### config.mk
export PLATFORM = sky130hd
export DESIGN_NAME = div32_iterative_flat
export DESIGN_NICKNAME = d
export VERILOG_FILES = /design/src/rtl/div32_iterative_if.sv /design/src/rtl/div32_iterative.sv /design/src/flat_wrapper.sv
export SDC_FILE = /design/constraint.sdc
export NUM_CORES = 1
export LEC_CHECK = 0
export CAP_MARGIN = 5
export CORE_ASPECT_RATIO = 2
export CORE_MARGIN = 3
export CORE_UTILIZATION = 53
export CTS_CLUSTER_SIZE = 8
export DETAILED_ROUTE_END_ITERATION = 8
export PLACE_DENSITY = 0.86
export SLEW_MARGIN = 20
export SYNTH_ARGS = -nofsm -noshare
export SYNTH_HDL_FRONTEND = slang
export SYNTH_SLANG_ARGS = --single-unit
### constraint.sdc
create_clock -name clk_i -period 3.34 [get_ports clk_i]
set_clock_uncertainty 0.1 [all_clocks]
set_input_delay 0.334 -clock clk_i [delete_from_list [all_inputs] [get_ports clk_i]]
set_output_delay 0.334 -clock clk_i [all_outputs]
set_load 0.005 [all_outputs]
### src/rtl/div32_iterative_if.sv
// Request/response bundle between the execute unit and the iterative divider.
// The execute unit drives the master side; the divider is the slave.
interface div32_iterative_if #(
    parameter int unsigned OPERAND_SIZE = 32
);
    logic                    start_i;
    logic                    signed_div_i;
    logic                    rem_i;
    logic [OPERAND_SIZE-1:0] X_i;
    logic [OPERAND_SIZE-1:0] Y_i;
    logic                    busy_o;
    logic                    done_o;
    logic [OPERAND_SIZE-1:0] Result_o;

    modport master (
        output start_i,
        output signed_div_i,
        output rem_i,
        output X_i,
        output Y_i,
        input  busy_o,
        input  done_o,
        input  Result_o
    );

    modport slave (
        input  start_i,
        input  signed_div_i,
        input  rem_i,
        input  X_i,
        input  Y_i,
        output busy_o,
        output done_o,
        output Result_o
    );
endinterface

### src/rtl/div32_iterative.sv
// Iterative radix-2 restoring divider implementing RISC-V DIV/DIVU/REM/REMU.
// Registers update on the falling clock edge to line up with the multiplier pipeline.
module div32_iterative #(
    parameter int unsigned OPERAND_SIZE = 32
) (
    input logic              clk_i,
    input logic              rst_n_i,
    div32_iterative_if.slave bus
);
    localparam int unsigned W    = OPERAND_SIZE;
    localparam int unsigned CntW = $clog2(OPERAND_SIZE);
    localparam logic [CntW-1:0] LastStep = CntW'(OPERAND_SIZE - 1);
    localparam logic [W-1:0]    AllOnes  = {W{1'b1}};
    localparam logic [W-1:0]    MinNeg   = {1'b1, {(W-1){1'b0}}};

    typedef enum logic [1:0] {
        StIdle,
        StCalc,
        StFix
    } state_e;

    state_e          state_q, state_d;
    logic [CntW-1:0] cnt_q, cnt_d;
    logic [W:0]      rem_q, rem_d;
    logic [W-1:0]    quo_q, quo_d;
    logic [W-1:0]    dvs_q, dvs_d;
    logic            sdiv_q, sdiv_d;
    logic            remsel_q, remsel_d;
    logic            sx_q, sx_d;
    logic            sy_q, sy_d;
    logic [W-1:0]    result_q, result_d;
    logic            done_q, done_d;

    logic            x_neg, y_neg;
    logic [W-1:0]    x_mag, y_mag;
    logic            div_by_zero, sign_ovf;
    logic [W+1:0]    shifted, diff;
    logic [W-1:0]    q_fix, r_fix;

    always_comb begin
        x_neg = bus.signed_div_i & bus.X_i[W-1];
        y_neg = bus.signed_div_i & bus.Y_i[W-1];
        // Magnitude of the most negative value wraps onto itself, read as unsigned.
        x_mag = x_neg ? (~bus.X_i + 1'b1) : bus.X_i;
        y_mag = y_neg ? (~bus.Y_i + 1'b1) : bus.Y_i;

        div_by_zero = (bus.Y_i == '0);
        sign_ovf    = bus.signed_div_i && (bus.X_i == MinNeg) && (bus.Y_i == AllOnes);

        // One extra top bit keeps the trial difference sign visible.
        shifted = {rem_q, quo_q[W-1]};
        diff    = shifted - {2'b00, dvs_q};

        q_fix = (sdiv_q && (sx_q ^ sy_q)) ? (~quo_q + 1'b1) : quo_q;
        r_fix = (sdiv_q && sx_q) ? (~rem_q[W-1:0] + 1'b1) : rem_q[W-1:0];
    end

    always_comb begin
        state_d  = state_q;
        cnt_d    = cnt_q;
        rem_d    = rem_q;
        quo_d    = quo_q;
        dvs_d    = dvs_q;
        sdiv_d   = sdiv_q;
        remsel_d = remsel_q;
        sx_d     = sx_q;
        sy_d     = sy_q;
        result_d = result_q;
        done_d   = 1'b0;

        unique case (state_q)
            StIdle: begin
                if (bus.start_i) begin
                    sdiv_d   = bus.signed_div_i;
                    remsel_d = bus.rem_i;
                    sx_d     = bus.X_i[W-1];
                    sy_d     = bus.Y_i[W-1];
                    quo_d    = x_mag;
                    dvs_d    = y_mag;
                    rem_d    = '0;
                    cnt_d    = '0;
                    if (div_by_zero) begin
                        result_d = bus.rem_i ? bus.X_i : AllOnes;
                        done_d   = 1'b1;
                    end else if (sign_ovf) begin
                        result_d = bus.rem_i ? '0 : MinNeg;
                        done_d   = 1'b1;
                    end else begin
                        state_d = StCalc;
                    end
                end
            end
            StCalc: begin
                cnt_d = cnt_q + 1'b1;
                if (!diff[W+1]) begin
                    rem_d = diff[W:0];
                    quo_d = {quo_q[W-2:0], 1'b1};
                end else begin
                    rem_d = shifted[W:0];
                    quo_d = {quo_q[W-2:0], 1'b0};
                end
                if (cnt_q == LastStep) begin
                    state_d = StFix;
                end
            end
            StFix: begin
                result_d = remsel_q ? r_fix : q_fix;
                done_d   = 1'b1;
                state_d  = StIdle;
            end
            default: begin
                state_d = StIdle;
            end
        endcase
    end

    always_ff @(negedge clk_i or negedge rst_n_i) begin
        if (!rst_n_i) begin
            state_q  <= StIdle;
            cnt_q    <= '0;
            rem_q    <= '0;
            quo_q    <= '0;
            dvs_q    <= '0;
            sdiv_q   <= 1'b0;
            remsel_q <= 1'b0;
            sx_q     <= 1'b0;
            sy_q     <= 1'b0;
            result_q <= '0;
            done_q   <= 1'b0;
        end else begin
            state_q  <= state_d;
            cnt_q    <= cnt_d;
            rem_q    <= rem_d;
            quo_q    <= quo_d;
            dvs_q    <= dvs_d;
            sdiv_q   <= sdiv_d;
            remsel_q <= remsel_d;
            sx_q     <= sx_d;
            sy_q     <= sy_d;
            result_q <= result_d;
            done_q   <= done_d;
        end
    end

    assign bus.busy_o   = (state_q != StIdle);
    assign bus.done_o   = done_q;
    assign bus.Result_o = result_q;

endmodule
### src/flat_wrapper.sv
// flat-port wrapper written by rule: the top's interface ports become plain ports
module div32_iterative_flat 
#(
    parameter int unsigned OPERAND_SIZE = 32
)
  (clk_i, rst_n_i, bus_start_i, bus_signed_div_i, bus_rem_i, bus_X_i, bus_Y_i, bus_busy_o, bus_done_o, bus_Result_o);
  div32_iterative_if #(.OPERAND_SIZE(OPERAND_SIZE)) bus_i ();
  input logic clk_i;
  input logic rst_n_i;
  input wire logic [$bits(bus_i.start_i)-1:0] bus_start_i;
  input wire logic [$bits(bus_i.signed_div_i)-1:0] bus_signed_div_i;
  input wire logic [$bits(bus_i.rem_i)-1:0] bus_rem_i;
  input wire logic [$bits(bus_i.X_i)-1:0] bus_X_i;
  input wire logic [$bits(bus_i.Y_i)-1:0] bus_Y_i;
  output wire logic [$bits(bus_i.busy_o)-1:0] bus_busy_o;
  output wire logic [$bits(bus_i.done_o)-1:0] bus_done_o;
  output wire logic [$bits(bus_i.Result_o)-1:0] bus_Result_o;
  assign bus_i.start_i = bus_start_i;
  assign bus_i.signed_div_i = bus_signed_div_i;
  assign bus_i.rem_i = bus_rem_i;
  assign bus_i.X_i = bus_X_i;
  assign bus_i.Y_i = bus_Y_i;
  assign bus_busy_o = bus_i.busy_o;
  assign bus_done_o = bus_i.done_o;
  assign bus_Result_o = bus_i.Result_o;
  div32_iterative #(.OPERAND_SIZE(OPERAND_SIZE)) u_core (.clk_i(clk_i), .rst_n_i(rst_n_i), .bus(bus_i));
endmodule
==> results.cfg, run 1 <==
[outcome]
status = stopped before the end
haltStage = 5_1_grt
error = [ERROR GRT-0232] Routing congestion too high. Check the congestion heatmap in the GUI.

[clock_tree]
htreeDepth = 4
cts_hold_buf = 0
clockBufferDepth = 2
root_buffer = clkbuf_16
clock-sinks = 141
cts_made_buffers = 17

[placement]
port-buffer-count = 102
place.gp.congestion = 0.987
dp_cells = 1898
place_area_sq_mm = 0.0142
hpwl_um = 31300
post-place-ws_ns = -1.75

[floorplan]
rows = 73
die_x_um = 108
chipHeight_um = 209
ioPinCount = 103
start_util_pct = 54.5

[synth]
synth-async-reset-ratio_pct = 100
avgSynthCellArea_sq_um = 8.10
synth_nets = 1462
yosys_warnings = 0
ys_seq_area_share_pct = 32.2
synthCells = 1353
syn_area_sq_mm = 0.0110
yosys_register_bits = 141
ys_types = 71
synth-edff-count = 0
synth_top_flop_cell = dfrtn_1

[global_route]
grt_max_degree = 76
grt-ovfl-total = 23
grt_usage_pct = 63.5

[timing]
worstEpCategory = sequential cell input
worst_endpoint = u_core.bus.Result_o[29]$_DFFE_NN0P_/D
per-stage QoR:
stage / TNS, ns / util, %
3_5_place_dp: -135.37 / 70.8
2_1_floorplan: -50.58 / -
4_1_cts: -80.19 / 76.3
3_3_place_gp: -130.96 / 70.8
cell families after synthesis:
logic type | share of synthesized area [%]
compound gates | 24.8
xor+xnor | 11.3
fa+ha+maj | 4.64
buf+inv | 4.99
flops | 32.2
mux | 0.366
simple gates | 21.7
what timing repair did:
action,4_1_cts
buffers inserted,28
endpoints found under the setup margin,169
gates resized for setup,179
pin swaps,58
cloned,4
per-layer routing:
layer	overflow	track usage, %
met5	0	8.53
met4	11	66.0
met3	0	49.8
met2	12	81.1
met1	0	59.6
cells in the mapped netlist, types with 6 or more instances:
cell type    n  area [sq um]
nand2_1    150           563
dfrtn_1    141          3530
o21ai_0    131           656
a21oi_1     82           410
nor2_1      80           300
xnor2_1     71           622
xor2_1      70           613
clkbuf_1    69           259
inv_1       55           206
nor3_1      40           200
ha_1        39           488
nand3_1     37           185
a22oi_1     30           225
o211ai_1    29           218
or4_1       28           210
or3_1       22           138
nand2b_1    20           125
nor4_1      20           125
a21o_1      19           143
nor2b_1     17           106
o31ai_1     16           120
o41ai_1     14           123
a221o_1     13           130
and3_1      13          81.3
nand4_1     13          81.3
and2_1      12          75.1
a311o_1     10           100
o21ai_1     10          50.1
a31oi_1      9          56.3
a211oi_1     6          45.0
==> inputs of run 2 (changes only) <==
--- a/config.mk
+++ b/config.mk
@@ -6,12 +6,10 @@
 export NUM_CORES = 1
 export LEC_CHECK = 0
 export CAP_MARGIN = 5
-export CORE_ASPECT_RATIO = 2
 export CORE_MARGIN = 3
-export CORE_UTILIZATION = 53
-export CTS_CLUSTER_SIZE = 8
+export CORE_UTILIZATION = 40
 export DETAILED_ROUTE_END_ITERATION = 8
-export PLACE_DENSITY = 0.86
+export PLACE_DENSITY_LB_ADDON = 0.15
 export SLEW_MARGIN = 20
 export SYNTH_ARGS = -nofsm -noshare
 export SYNTH_HDL_FRONTEND = slang
==> constraint.sdc (replaced) <==
create_clock -name clk_i -period 4.34 [get_ports clk_i]
set_clock_uncertainty 0.1 [all_clocks]
set_input_delay 0.434 -clock clk_i [delete_from_list [all_inputs] [get_ports clk_i]]
set_output_delay 0.434 -clock clk_i [all_outputs]
set_load 0.005 [all_outputs]
==> run 2 against run 1 <==
- the flow now finishes, with violations (negative setup slack)
- area after synthesis unchanged
- synthesized cell count unchanged
==> results.cfg, run 2 <==
[clock_tree]
clockBufferDepth = 2
cts_tree = done
htreeDepth = 4
root_buffer = clkbuf_16
cts_made_buffers = 17
clk_latency_ns = 0.41
clock-sinks = 141
clkTransAtPathRegs_ns = 0.05

[floorplan]
die_x_um = 171
dieArea_sq_mm = 0.0294
rows = 59
chipHeight_um = 171
ioPinCount = 103
core_area_sq_mm = 0.0265
start_util_pct = 41.3

[run]
drv_cap = 0

[placement]
dp_cells = 1861
hpwl_um = 26900
place.gp.congestion = 0.864
port-buffer-count = 102
post-place-ws_ns = -1.27

[worst_hold_path]
hold_path_class = register to register

[timing]
rsz0062_at_grt = true
final_hold_viol_count = 0
setup_ws_ns = -0.451
tightest_slew_ns = 1.09
holdWs_ns = 0.325
setup_tns_ns = -16.05
slew_violations = 0
max_slew_margin_pct = 27.1
finalSetupViolations = 53

[worst_setup_path]
critPathLaunchType = input pin
critPathKind = input pin to register
endpoint_kind = register
crit_fanout = 7
cp_data_arrival_time_ns = 2.77
required_ns = 2.32

[synth]
yosys_warnings = 0
synth-async-reset-ratio_pct = 100
avgSynthCellArea_sq_um = 8.10
ys_seq_area_share_pct = 32.2
syn_area_sq_mm = 0.0110
yosys_register_bits = 141
synthCells = 1353
ys_types = 71
yosysMostFrequentCell = nand2_1
netlist_top_cells_area = dfrtn_1 32%, o21ai_0 6.0%, xnor2_1 5.7%
synth-edff-count = 0
synth_nets = 1462
synth_common_cells = 150 x nand2_1, 141 x dfrtn_1, 131 x o21ai_0
yosysTopAreaCellShare_pct = 32.2
synth_top_flop_cell = dfrtn_1
synth_top_area_cell = dfrtn_1

[drt]
drc = 0
antenna_left = 0
drtIter0Drc = 1007
vias = 11304
dr.pass1.iters = 5
wl_per_cell_um = 19.4
routed_wl_um = 37700
viasPerCell = 5.82

[outcome]
violations = negative setup slack
status = complete, but fails checks

[power]
ir_worst_vdd_uv = 305
power_leakage_nw = 6.45
powerDensity_mw_per_mm2 = 702

[final_layout]
syn2layout_area_growth_pct = 38.3
nets = 1703
final_common_cell = buf_4
regMostFlops = u_core.rem_q
n_antenna_cell = 0
layout_common_cells = 156 x buf_4, 141 x dfrtn_1, 129 x nand2_1
final_cells = 1941
layout-drive-gt1-share_pct = 23.0
largest_reg_flops = 33

[global_route]
grt-ovfl-total = 0
grt_pass1_wl_um = 58400
antenna_found_initial = 0
grt_max_degree = 64
first_global_vias = 10681
grt_usage_pct = 25.1
==> run 2: cell counts after synthesis <==
Identical to the previous run, type by type.
==> run 2: worst max-delay path: stages <==
cell	delay [ns]
buf_6	0.09
or3_4	0.37
or4_4	0.43
or3_4	0.35
or2_4	0.26
o21ai_4	0.16
buf_6	0.16
a21oi_4	0.14
a221o_1	0.37
==> run 2: layout make-up <==
cell class                      instances  area (sq um)
Timing Repair Buffer                  301          2820
Multi-Input combinational cell       1078          7600
Inverter                               55           209
Tap cell                              335           419
Clock inverter                         12           138
Fill cell                            2391         11400
Clock buffer                           19           443
Sequential cell                       141          3530
==> run 2: logic make-up after synthesis <==
kind of cell / after synthesis / synth area share (%)
AO/OA/AOI/OAI: 414 / 24.8
flip-flops: 141 / 32.2
multiplexers: 4 / 0.366
adder cells (fa/ha/maj): 40 / 4.64
XOR/XNOR: 141 / 11.3
AND/OR/NAND/NOR: 476 / 21.7
buffers and inverters: 137 / 4.99
==> run 2: path summary, 6_finish.rpt <==
check	from	to	slack, ns	cells past startpoint
worst min-delay path	u_core.bus.Result_o[26]	u_core.bus.Result_o[26]	0.33	1
min in group asynchronous	rst_n_i	u_core.dvs_q[0]	1.94	1
worst max-delay path	bus_X_i[7]	u_core.bus.Result_o[3]	-0.45	9
worst max register to register	u_core.rem_q[3]	u_core.rem_q[7]	0.51	10
worst min register to register	u_core.bus.Result_o[26]	u_core.bus.Result_o[26]	0.33	1
max in group asynchronous	rst_n_i	u_core.dvs_q[28]	1.53	2
==> run 2: metrics by stage <==
step	utilization [%]	total power [W]	cell area (sq um)
after CTS	55.1	0.0105	14600
after detailed placement	50.7	0.00897	13400
after global routing	57.2	0.0115	15200
after floorplan	-	0.00718	11100
after global placement	50.7	0.00890	13400
final	57.2	0.0106	15200
==> run 2: layer usage <==
metal,GRT usage [%],up-vias,wire [um],share of wire [%]
li1,-,5436,-,-
met1,37.4,5473,17900,47
met2,38.1,350,16900,45
met3,3.77,45,2280,6.0
met4,6.30,0,641,1.7
met5,0,-,0,0
==> run 2: what timing repair did <==
item | CTS | global route
pin swaps | 66 | 80
resized for setup | 161 | 113
setup endpoints to repair | 72 | 73
hold buffers | 0 | 0
setup buffers | 31 | 22
gates cloned | 2 | 4
==> run 2: report_power, final <==
part	leakage, nW	total, W	switching, W	internal [W]
Sequential	1.72	0.00270	0.000768	0.00194
Combinational	4.47	0.00644	0.00361	0.00284
Clock	0.268	0.00149	0.000625	0.000863
Note: power is estimated with default switching activity, not from simulation.
==> inputs of run 3 (changes only) <==
--- a/config.mk
+++ b/config.mk
@@ -10,7 +10,6 @@
 export CORE_UTILIZATION = 40
 export DETAILED_ROUTE_END_ITERATION = 8
 export PLACE_DENSITY_LB_ADDON = 0.15
-export SLEW_MARGIN = 20
 export SYNTH_ARGS = -nofsm -noshare
 export SYNTH_HDL_FRONTEND = slang
 export SYNTH_SLANG_ARGS = --single-unit
==> results of run 3 <==
No change in the layout: final DEF, timing and power equal those of run 2.
==> inputs of run 4 (changes only) <==
--- a/config.mk
+++ b/config.mk
@@ -9,6 +9,8 @@
 export CORE_MARGIN = 3
 export CORE_UTILIZATION = 40
 export DETAILED_ROUTE_END_ITERATION = 8
+export DONT_BUFFER_PORTS = 1
+export GPL_ROUTABILITY_DRIVEN = 0
 export PLACE_DENSITY_LB_ADDON = 0.15
 export SYNTH_ARGS = -nofsm -noshare
 export SYNTH_HDL_FRONTEND = slang
==> run 4 against run 3 <==
- the flow still finishes with violations (negative setup slack)
- global-route usage shrank 0.82 points
- first-iteration DRC count shrank 13%
- flip-flop and latch count is the same
- die area is the same
- sequential share of layout area grew 4.5 points
- total power shrank 3.6%
- critical path depth shrank 1
- cell count shrank 11%
- count of clock-buffer cells in the layout is the same
- utilization shrank 9.2 points
- wire length shrank 6.1%
- via count shrank 8.0%
- largest power group unchanged
- highest routed layer is now met5
==> results.cfg, run 4 (synthesis gave the netlist of run 2 again) <==
[worst_setup_path]
critPathCapture = u_core.bus.Result_o[16]
timing.rr.start = u_core.quo_q[31]
cp_data_arrival_time_ns = 2.60
endpoint_kind = register
path_cells = or3_4, or4_4, or3_4, or2_4, o21ai_4, a21oi_4, buf_12, a221o_1
slowest_delay_ns = 0.42
crit_top_cell = or3_4
r2r_slack_ns = 0.44
slowest_stage = or4_4
reg2reg_depth = 12
r2r-end = u_core.rem_q[23]
crit_fanout = 16
critPathLaunchType = input pin
critPathKind = input pin to register
required_ns = 2.32
crit_path_start = bus_X_i[6]

[placement]
port-buffer-count = 0
place_area_sq_mm = 0.0118
hpwl_um = 25900

[floorplan]
dieArea_sq_mm = 0.0294
chipHeight_um = 171
ioPinCount = 103
die_x_um = 171
rows = 59
core_area_sq_mm = 0.0265
start_util_pct = 41.3

[drt]
wl_met1_um = 16800
dr.pass1.iters = 7
wl_per_cell_um = 20.6
antenna_left = 0
viasPerCell = 6.04
routed_wl_um = 35400
highest-signal-layer = met5
drc = 0
vias = 10395
drtIter0Drc = 877
met3WireLength_um = 2300
wl_met2_um = 15800

[final_layout]
layout-drive-gt1-share_pct = 13.8
fillers = 2561
n_antenna_cell = 0
fin_util_pct = 47.9
regMostFlops = u_core.rem_q
regArea_sq_mm = 0.00353
largest_reg_flops = 33
nets = 1485
multi_input_area_sq_mm = 0.00722
syn2layout_area_growth_pct = 16.0
stdcell_area_sq_mm = 0.0127
layout_common_cells = 141 x dfrtn_1, 139 x nand2_1, 114 x o21ai_0
final_common_cell = dfrtn_1

[clock_tree]
clockBufferDepth = 2
htreeDepth = 4
root_buffer = clkbuf_16
clk_latency_ns = 0.41
clkTransAtPathRegs_ns = 0.04
clock-sinks = 141
cts_tree = done
cts_made_buffers = 17

[global_route]
first_global_vias = 9769
grt_pass1_wl_um = 56300
grt-ovfl-total = 0
grt_max_degree = 142
antenna_found_initial = 1
grt_usage_pct = 24.3

[power]
powerDensity_mw_per_mm2 = 806
switching_share_pct = 47.5
ir_worst_vdd_uv = 316
p_sw_w = 0.00487
p_clk_share_pct = 13.7
pwr-share-comb_pct = 60.0
intPower_w = 0.00538
power_leakage_nw = 5.21
power_frac_seq_pct = 26.3

[timing]
max_slew_margin_pct = 22.2
tightest_slew_ns = 1.17
final_hold_viol_count = 0
finalSetupViolations = 42
setup_ws_ns = -0.279
slew_violations = 0
holdWs_ns = 0.325
rsz0062_at_grt = true

[run]
drv_cap = 0

[worst_hold_path]
whs_path_depth = 2
hold_path_class = register to register

[outcome]
violations = negative setup slack
status = complete, but fails checks
## run 4: changes by cell type in the layout (fill, tap and decap cells not counted), moves of 5 or more
| cell | before | now |
|---|---|---|
| buf_4 | 156 | 73 |
| clkdlybuf4s50_1 | 67 | 0 |
| buf_6 | 37 | 4 |
| o21ai_0 | 89 | 114 |
| o21ai_1 | 41 | 21 |
| dlymetal6s2s_1 | 14 | 0 |
| nand2_1 | 129 | 139 |
| nand2_2 | 15 | 8 |
| a21oi_1 | 72 | 78 |
| dlygate4sd2_1 | 6 | 0 |
| a21oi_2 | 10 | 5 |
| nor4_1 | 12 | 17 |
## run 4: per-layer routing
layer | vias up | GRT usage, %
met5 | - | 0
met4 | 2 | 5.67
met3 | 34 | 4.34
met2 | 305 | 36.1
met1 | 5060 | 36.6
li1 | 4994 | -
## run 4: cell type report
class                      count  area share [%]
sequential                   141            27.8
inverter                      55            1.64
timing repair buffer          86            6.18
clock inverter                11           0.768
multi-input combinational   1075            56.8
tap                          335            3.30
clock buffer                  19            3.49
## run 4: timing repair
item                       in CTS  in global routing
gates cloned                    2                  0
buffers inserted                5                  4
hold buffers                    0                  0
resized for setup              30                 51
pin swaps                      11                 17
setup endpoints to repair      42                 47
## run 4: critical path: cells and delay by family
kind	cells	cell delay [ns]
and+or+nand+nor	4	1.39
AOI/OAI and AO/OA	3	0.60
buffers and inverters	1	0.16
## run 4: per-stage QoR
stage	worst slack (ns)	TNS, ns	cells	power (W)
final	-0.279	-7.09	1722	0.0102
after global routing	-0.325	-9.14	1722	0.0111
after CTS	-0.316	-7.90	1722	0.0102
after detailed placement	-0.766	-33.06	1685	0.00874
after global placement	-0.735	-31.47	1685	0.00866
after floorplan	-0.706	-24.41	1353	0.00718
## run 4: worst min path at each step
stage                       end        startpoint
2_1_floorplan   u_core.cnt_q[3]   u_core.cnt_q[3]
3_3_place_gp    u_core.cnt_q[3]   u_core.cnt_q[3]
3_5_place_dp   u_core.dvs_q[23]  u_core.dvs_q[23]
4_1_cts        u_core.dvs_q[23]  u_core.dvs_q[23]
5_1_grt         u_core.dvs_q[6]   u_core.dvs_q[6]
6_report       u_core.dvs_q[14]  u_core.dvs_q[14]
## run 4: power by group through the flow
stage / Combinational [W] / Sequential, W / Clock, W
floorplan: 0.00478 / 0.00241 / 0
global placement: 0.00597 / 0.00268 / 0
detailed placement: 0.00605 / 0.00269 / 0
CTS: 0.00610 / 0.00267 / 0.00143
global route: 0.00688 / 0.00277 / 0.00149
finish: 0.00615 / 0.00269 / 0.00141
